--- src/rtl/fnd_scan_driver_pkg.sv ---
// rtl/fnd_scan_driver_pkg.sv - shared state encoding, blank code and hex decode table for the FND scan driver
//   Contents: fnd_state_e (IDLE/BLANK/DRIVE), SEG_OFF (active-high all-dark), hex_to_seg() gfedcba table.
package fnd_scan_driver_pkg;

  typedef enum logic [1:0] {
    ST_IDLE  = 2'd0,
    ST_BLANK = 2'd1,
    ST_DRIVE = 2'd2
  } fnd_state_e;

  // Active-high "all segments dark"; polarity is applied by the top after decode.
  localparam logic [6:0] SEG_OFF = 7'h00;

  function automatic logic [6:0] hex_to_seg(input logic [3:0] hex);
    logic [6:0] seg;
    seg = SEG_OFF;
    case (hex)
      4'h0: seg = 7'h3F;
      4'h1: seg = 7'h06;
      4'h2: seg = 7'h5B;
      4'h3: seg = 7'h4F;
      4'h4: seg = 7'h66;
      4'h5: seg = 7'h6D;
      4'h6: seg = 7'h7D;
      4'h7: seg = 7'h07;
      4'h8: seg = 7'h7F;
      4'h9: seg = 7'h6F;
      4'hA: seg = 7'h77;
      4'hB: seg = 7'h7C;
      4'hC: seg = 7'h39;
      4'hD: seg = 7'h5E;
      4'hE: seg = 7'h79;
      4'hF: seg = 7'h71;
      default: seg = SEG_OFF;
    endcase
    return seg;
  endfunction

endpackage

--- src/rtl/fnd_scan_driver_if.sv ---
// rtl/fnd_scan_driver_if.sv - strobe/digit inputs and segment/common outputs of the FND scan driver
//   fnd_clk     scan strobe (asynchronous level)
//   digit_val   hex nibble per digit, digit i = [4i+3:4i]
//   dp_mask     decimal point lit per digit
//   blank_mask  digit dark per digit
//   seg_data    [6:0]=g..a, [7]=dp
//   seg_com     digit common enables
//   frame_start one-cycle pulse when the inputs are latched
//   master: source of strobe/digits, sink of display lines; slave: the driver.
interface fnd_scan_driver_if #(
  parameter int NUM_DIGITS = 8
) ();
  logic                    fnd_clk;
  logic [4*NUM_DIGITS-1:0] digit_val;
  logic [NUM_DIGITS-1:0]   dp_mask;
  logic [NUM_DIGITS-1:0]   blank_mask;
  logic [7:0]              seg_data;
  logic [NUM_DIGITS-1:0]   seg_com;
  logic                    frame_start;

  modport master (
    output fnd_clk, digit_val, dp_mask, blank_mask,
    input  seg_data, seg_com, frame_start
  );

  modport slave (
    input  fnd_clk, digit_val, dp_mask, blank_mask,
    output seg_data, seg_com, frame_start
  );
endinterface

--- src/rtl/fnd_scan_driver_seg7_hex_decoder.sv ---
// rtl/fnd_scan_driver_seg7_hex_decoder.sv - combinational hex nibble to active-high gfedcba decoder
//   hex  in  4  nibble to display
//   seg  out 7  segments g..a, 1 = lit
module seg7_hex_decoder
  import fnd_scan_driver_pkg::*;
(
  input  logic [3:0] hex,
  output logic [6:0] seg
);
  assign seg = hex_to_seg(hex);
endmodule

--- src/rtl/fnd_scan_driver.sv ---
// rtl/fnd_scan_driver.sv - multiplexed 7-segment scan driver strobed by the divider's fnd_clk
//   clock_50m in  system clock
//   rst       in  asynchronous active-low reset
//   bus       slave modport: fnd_clk/digit_val/dp_mask/blank_mask in, seg_data/seg_com/frame_start out
module fnd_scan_driver
  import fnd_scan_driver_pkg::*;
#(
  parameter int NUM_DIGITS     = 8,
  parameter int BLANK_CYCLES   = 4,
  parameter int COM_ACTIVE_LOW = 1,
  parameter int SEG_ACTIVE_LOW = 0
) (
  input  logic         clock_50m,
  input  logic         rst,
  fnd_scan_driver_if.slave bus
);

  localparam int IDX_W = (NUM_DIGITS > 1) ? $clog2(NUM_DIGITS) : 1;
  localparam logic [IDX_W-1:0]      IDX_LAST    = IDX_W'(NUM_DIGITS - 1);
  localparam logic [7:0]            BLANK_LOAD  = BLANK_CYCLES[7:0];
  localparam logic [NUM_DIGITS-1:0] COM_OFF     = {NUM_DIGITS{(COM_ACTIVE_LOW != 0)}};
  localparam logic [7:0]            SEG_OFF_OUT = {8{(SEG_ACTIVE_LOW != 0)}};
  localparam logic [NUM_DIGITS-1:0] ONE_HOT_0   = {{(NUM_DIGITS-1){1'b0}}, 1'b1};

  logic [2:0]              sync_q, sync_d;
  fnd_state_e              state_q, state_d;
  logic [IDX_W-1:0]        idx_q, idx_d;
  logic [7:0]              cnt_q, cnt_d;
  logic [4*NUM_DIGITS-1:0] dig_sh_q, dig_sh_d;
  logic [NUM_DIGITS-1:0]   dp_sh_q, dp_sh_d;
  logic [NUM_DIGITS-1:0]   blank_sh_q, blank_sh_d;
  logic                    frame_start_q, frame_start_d;
  logic [NUM_DIGITS-1:0]   seg_com_q, seg_com_d;
  logic [7:0]              seg_data_q, seg_data_d;

  logic       tick;
  logic [3:0] nib;
  logic [6:0] seg_raw;

  // Three-stage shift: first two stages resolve metastability, third gives the edge reference.
  assign sync_d = {sync_q[1:0], bus.fnd_clk};
  assign tick   = sync_q[1] & ~sync_q[2];

  always_comb begin
    state_d       = state_q;
    idx_d         = idx_q;
    cnt_d         = cnt_q;
    dig_sh_d      = dig_sh_q;
    dp_sh_d       = dp_sh_q;
    blank_sh_d    = blank_sh_q;
    frame_start_d = 1'b0;
    if (tick) begin
      // A tick in any state advances the scan and restarts the gap, so it never stalls.
      state_d = ST_BLANK;
      cnt_d   = BLANK_LOAD;
      if (state_q == ST_IDLE || idx_q == IDX_LAST) begin
        idx_d         = '0;
        dig_sh_d      = bus.digit_val;
        dp_sh_d       = bus.dp_mask;
        blank_sh_d    = bus.blank_mask;
        frame_start_d = 1'b1;
      end else begin
        idx_d = idx_q + 1'b1;
      end
    end else if (state_q == ST_BLANK) begin
      cnt_d = cnt_q - 1'b1;
      if (cnt_q == 8'd1) state_d = ST_DRIVE;
    end
  end

  // Decode from the next-state view so the output registers line up with the FSM.
  assign nib = dig_sh_d[{idx_d, 2'b00} +: 4];

  seg7_hex_decoder u_dec (
    .hex (nib),
    .seg (seg_raw)
  );

  always_comb begin
    seg_com_d  = COM_OFF;
    seg_data_d = SEG_OFF_OUT;
    if (state_d == ST_DRIVE) begin
      seg_com_d = (ONE_HOT_0 << idx_d) ^ COM_OFF;
      if (!blank_sh_d[idx_d]) seg_data_d = {dp_sh_d[idx_d], seg_raw} ^ SEG_OFF_OUT;
    end
  end

  always_ff @(posedge clock_50m or negedge rst) begin
    if (!rst) begin
      sync_q        <= '0;
      state_q       <= ST_IDLE;
      idx_q         <= '0;
      cnt_q         <= '0;
      dig_sh_q      <= '0;
      dp_sh_q       <= '0;
      blank_sh_q    <= '0;
      frame_start_q <= 1'b0;
      seg_com_q     <= COM_OFF;
      seg_data_q    <= SEG_OFF_OUT;
    end else begin
      sync_q        <= sync_d;
      state_q       <= state_d;
      idx_q         <= idx_d;
      cnt_q         <= cnt_d;
      dig_sh_q      <= dig_sh_d;
      dp_sh_q       <= dp_sh_d;
      blank_sh_q    <= blank_sh_d;
      frame_start_q <= frame_start_d;
      seg_com_q     <= seg_com_d;
      seg_data_q    <= seg_data_d;
    end
  end

  assign bus.seg_com     = seg_com_q;
  assign bus.seg_data    = seg_data_q;
  assign bus.frame_start = frame_start_q;

endmodule
--- src/flat_wrapper.sv ---
// flat-port wrapper written by rule: the top's interface ports become plain ports
module fnd_scan_driver_flat import fnd_scan_driver_pkg::*;
#(
  parameter int NUM_DIGITS     = 8,
  parameter int BLANK_CYCLES   = 4,
  parameter int COM_ACTIVE_LOW = 1,
  parameter int SEG_ACTIVE_LOW = 0
)
  (clock_50m, rst, bus_fnd_clk, bus_digit_val, bus_dp_mask, bus_blank_mask, bus_seg_data, bus_seg_com, bus_frame_start);
  fnd_scan_driver_if #(.NUM_DIGITS(NUM_DIGITS)) bus_i ();
  input  logic clock_50m;
  input  logic rst;
  input wire logic [$bits(bus_i.fnd_clk)-1:0] bus_fnd_clk;
  input wire logic [$bits(bus_i.digit_val)-1:0] bus_digit_val;
  input wire logic [$bits(bus_i.dp_mask)-1:0] bus_dp_mask;
  input wire logic [$bits(bus_i.blank_mask)-1:0] bus_blank_mask;
  output wire logic [$bits(bus_i.seg_data)-1:0] bus_seg_data;
  output wire logic [$bits(bus_i.seg_com)-1:0] bus_seg_com;
  output wire logic [$bits(bus_i.frame_start)-1:0] bus_frame_start;
  assign bus_i.fnd_clk = bus_fnd_clk;
  assign bus_i.digit_val = bus_digit_val;
  assign bus_i.dp_mask = bus_dp_mask;
  assign bus_i.blank_mask = bus_blank_mask;
  assign bus_seg_data = bus_i.seg_data;
  assign bus_seg_com = bus_i.seg_com;
  assign bus_frame_start = bus_i.frame_start;
  fnd_scan_driver #(.NUM_DIGITS(NUM_DIGITS), .BLANK_CYCLES(BLANK_CYCLES), .COM_ACTIVE_LOW(COM_ACTIVE_LOW), .SEG_ACTIVE_LOW(SEG_ACTIVE_LOW)) u_core (.clock_50m(clock_50m), .rst(rst), .bus(bus_i));
endmodule
--- config.mk ---
export PLATFORM = sky130hd
export DESIGN_NAME = fnd_scan_driver_flat
export DESIGN_NICKNAME = d
export VERILOG_FILES = /design/src/rtl/fnd_scan_driver_pkg.sv /design/src/rtl/fnd_scan_driver_if.sv /design/src/rtl/fnd_scan_driver_seg7_hex_decoder.sv /design/src/rtl/fnd_scan_driver.sv /design/src/flat_wrapper.sv
export SDC_FILE = /design/constraint.sdc
export NUM_CORES = 1
export LEC_CHECK = 0
export ABC_AREA = 1
export CORE_ASPECT_RATIO = 1.5
export CORE_MARGIN = 1
export CORE_UTILIZATION = 53
export CTS_CLUSTER_SIZE = 25
export DETAILED_ROUTE_END_ITERATION = 12
export PLACE_DENSITY = 0.77
export SYNTH_ARGS = -nofsm -noshare
export SYNTH_HDL_FRONTEND = slang
export SYNTH_SLANG_ARGS = --single-unit
export TNS_END_PERCENT = 30
--- constraint.sdc ---
create_clock -name clock_50m -period 3.1 [get_ports clock_50m]
set_input_delay 0.465 -clock clock_50m [delete_from_list [all_inputs] [get_ports clock_50m]]
set_output_delay 0.465 -clock clock_50m [all_outputs]
set_load 0.01 [all_outputs]
==> run_results.csv <==
group,metric,value,unit
worst_setup_path,timing.critical_path.fanout_max,24,
timing,fin_worst_hold_slack,0.258,ns
logic_synthesis,synth.largest_area_cell,"dfrtp_1",
logic_synthesis,synth_most_common_cell,"nand2_1",
final_layout,num-nets-final,618,
worst_setup_path,crit_path_end_kind,"register",
worst_setup_path,critPathBufInv,4,
drt,detailroute.via_count,3273,
logic_synthesis,sequential_element_share_of_the_synthesized_area,50.6,%
global_routing,grtUsageTotal,25.2,%
drt,post_drt_wl_per_cell,13.5,um
clock_network,clock_tree_sinks,81,
placed_design,numPortBuffers,67,
worst_setup_path,critical_path_depth,17,
worst_setup_path,crit_slowest_cell,"dfrtp_1",
timing,fin_skew,0.00865,ns
logic_synthesis,synthDistinctLibCells,30,
worst_setup_path,r2r_end,"u_core.bus.seg_data[6]",
logic_synthesis,synth-seq-cells,81,
final_layout,multi_input_gate_area,1700,um^2
timing,setup_viol,0,
timing,slew_at_the_pin_closest_to_its_max_slew_limit,0.997,ns
drt,initial_drc_count,166,
power,static_leakage,2.54,nW
clock_network,cts_made_buffers,9,
global_routing,antenna_violations_before_repair,0,
worst_setup_path,critical-path-top-delay-family,"simple AND/OR/NAND/NOR gates",
floorplanning,core-area,7270,um^2
timing,grt_setup_unrepaired,"no",
power,power.ir.vdd_worst,0.561,mV
timing,achievable-frequency,347,MHz
clock_network,clock_tree.buffer_depth,2,
final_layout,postLayoutCellArea,4990,um^2
clock_network,cts.repair.resized,0,
floorplanning,start_util,55.3,%
clock_network,holdBufCountCts,0,
final_layout,final-instance-count-excl-fill,662,
worst_setup_path,critPathCapture,"u_core.bus.seg_data[6]",
logic_synthesis,post_synth_most_frequent_cells,"nand2_1, dfrtp_1, nor2_1, inv_1, nand3_1",
drt,drt_pre_antenna_iters,5,
power,switchingPower,2.24,mW
flow_run,maxCapViolCount,0,
worst_setup_path,critical-path-max-stage-delay,0.42,ns
clock_network,tritoncts_clock_tree,"built",
power,seq_power_share,32.2,%
floorplanning,overall_die_width,73.2,um
clock_network,root_buffer,"clkbuf_8",
clock_network,insertion_delay,0.36,ns
drt,route.final.wire_length,8910,um
worst_setup_path,timing.critical_path.from,"u_core.idx_q[0]",
power,comb_power_share,50.5,%
clock_network,clk_transition_reported_paths,0.08,ns
placed_design,pre_cts_ws,0.0694,ns
power,sw_share,44.2,%
global_routing,number_of_global_route_vias_before_repair,3200,
worst_setup_path,reg2reg_from,"u_core.idx_q[0]",
timing,fin_crit,2.88,ns
drt,detailed_route_drc_error_count,0,
final_layout,seqCellArea,2040,um^2
floorplanning,die_outline_area,7960,um^2
clock_network,cts_setup_buffers,0,
floorplanning,cell_row_count,38,
clock_network,htree_num_levels,3,
logic_synthesis,synth.net_count,547,
drt,antenna_violating_nets_post_route,0,
floorplanning,num_io_pins,68,
floorplanning,fp.dieH,109,um
timing,hold_violations,0,
timing,final.period_utilization,93.0,%
worst_setup_path,critical_path_arrival,3.17,ns
worst_setup_path,reg2reg_slack,0.22,ns
logic_synthesis,post_synth_instance_area,4030,um^2
power,power.clock.fraction,17.3,%
worst_setup_path,worstPathRequired,3.39,ns
final_layout,layout-area-overhead-vs-synth,23.9,%
placed_design,placedInstanceArea,4740,um^2
logic_synthesis,synth-warning-count,0,
power,internal_power,2.83,mW
power,power_per_standard_cell_area,1020,nW/um^2
final_layout,diodes,0,
global_routing,largest_net_degree_at_the_start_of_global_routing,82,
worst_setup_path,timing.critical_path.cells,"ha_1 > ha_1 > inv_1 > o21ai_2 > nand2_8 > nand2_4 > inv_4 > nand2_4 > inv_2 > nand2_1 > nand3_1 > o21ai_2 > inv_1 > ha_1 > o21ai_2 > nor2_1 > nor2_1",
final_layout,fillCellCount,620,
placed_design,dp.final_hpwl,6410,um
worst_setup_path,cell_count_of_the_worst_reg_to_reg_path,17,
status,status,"completed",
final_layout,drive_above_1_share,14.9,%
logic_synthesis,synth_enable_flop_cells,0,
timing,timing_max_transition_violations_final,0,
global_routing,grt_pass1_wl,14900,um
logic_synthesis,synth_area_per_cell,8.28,um^2
placed_design,globalplace.congestion,0.893,
timing,tns,0,ns
worst_setup_path,worst_setup_path_start_kind,"register",
worst_setup_path,crit_type,"reg -> reg",
timing,layout_setup_ws,0.217,ns
logic_synthesis,synth_top_flop_cell,"dfrtp_1",
placed_design,place_inst,646,
logic_synthesis,post-synth-top-area-fraction,45.4,%
timing,slew_headroom,33.5,%
logic_synthesis,syn-instance-count,486,
global_routing,grt-ovfl-total,0,
drt,vias_per_cell,4.94,
logic_synthesis,async_reset_ff_share,100,%
min_path,hold_class,"in -> async",
logic_synthesis,synth.area.top_cells,"dfrtp_1, nand2_1, dfstp_2",
-- placed cells by master (no fill, tap or decap), drive strengths merged, types with 3 or more instances in the layout --
cell type      netlist  final
o21ai               28     28
clkbuf               0     11
dfstp                8      8
nand2              206    206
ha                  10     10
nand3               19     19
buf                 13      7
nand4                4      4
nor2                57     57
a21oi               10     10
dfrtp               73     73
clkdlybuf4s50        0     66
o22ai                4      4
nor3                 3      3
inv                 48     48
-- worst min-delay path by stage --
| stage | depth (start not counted) | slack [ns] | startpoint | end |
|---|---|---|---|---|
| after floorplan | 0 | 0.17 | rst | u_core.blank_sh_q[0] |
| after global placement | 0 | 0.34 | u_core.sync_q[0] | u_core.sync_q[1] |
| after detailed placement | 0 | 0.34 | u_core.sync_q[0] | u_core.sync_q[1] |
| after CTS | 1 | 0.30 | rst | u_core.blank_sh_q[3] |
| after global routing | 1 | 0.34 | rst | u_core.sync_q[1] |
| final | 1 | 0.26 | rst | u_core.cnt_q[4] |
-- state kept, by name, indices dropped and copies added, names as in the netlist --
signal and cells:
u_core.sync_q 3, u_core.state_q 2, u_core.dig_sh_q 32, u_core.blank_sh_q 8, u_core.idx_q 3, u_core.bus.seg_data 8, u_core.bus.seg_com 8, u_core.cnt_q 8
u_core.bus.frame_start 1, u_core.dp_sh_q 8
-- power groups by stage --
stage                     Sequential, mW  Combinational [mW]  Clock (mW)
after floorplan                     1.62                1.99           0
after global placement              1.63                2.47           0
after detailed placement            1.65                2.51           0
after CTS                           1.63                2.54       0.893
after global routing                1.67                2.90       0.942
final                               1.63                2.56       0.877
-- worst reg2reg max path: stages, from the launching register on --
cell and delay (ns):
dfrtp_1 0.42, ha_1 0.18, ha_1 0.19, inv_1 0.06, o21ai_2 0.13, nand2_8 0.20
nand2_4 0.22, inv_4 0.07, nand2_4 0.11, inv_2 0.08, nand2_1 0.06, nand3_1 0.07
o21ai_2 0.25, inv_1 0.15, ha_1 0.24, o21ai_2 0.16, nor2_1 0.06, nor2_1 0.14
-- per-layer routing --
metal,global-route usage [%],wire (um),vias up
li1,-,-,1641
met1,30.7,3860,1554
met2,43.1,4560,66
met3,5.18,314,12
met4,10.1,173,0
met5,0,0,-
-- cell families (layout without fill, tap and decap cells) --
kind of cell / after synthesis / count (layout) / synth area share [%]
simple gates: 291 / 291 / 32.4
flops: 81 / 81 / 50.6
buf+inv: 61 / 137 / 7.64
compound gates: 43 / 43 / 6.28
fa+ha+maj: 10 / 10 / 3.11
-- layout make-up --
type                    count  area share [%]
clock buffers              11            3.03
inverters                  48            3.71
well taps                 100            2.51
clock inverters             5            1.55
multi-input cells         344            34.1
flip-flops and latches     81            40.8
repair buffers             73            14.3
-- metrics by stage --
step	total power [mW]	utilization, %
global route	5.51	68.6
CTS	5.06	68.3
floorplan	3.60	-
finish	5.07	68.6
detailed placement	4.16	65.2
global placement	4.10	65.2
(Power assumes the default switching activity.)
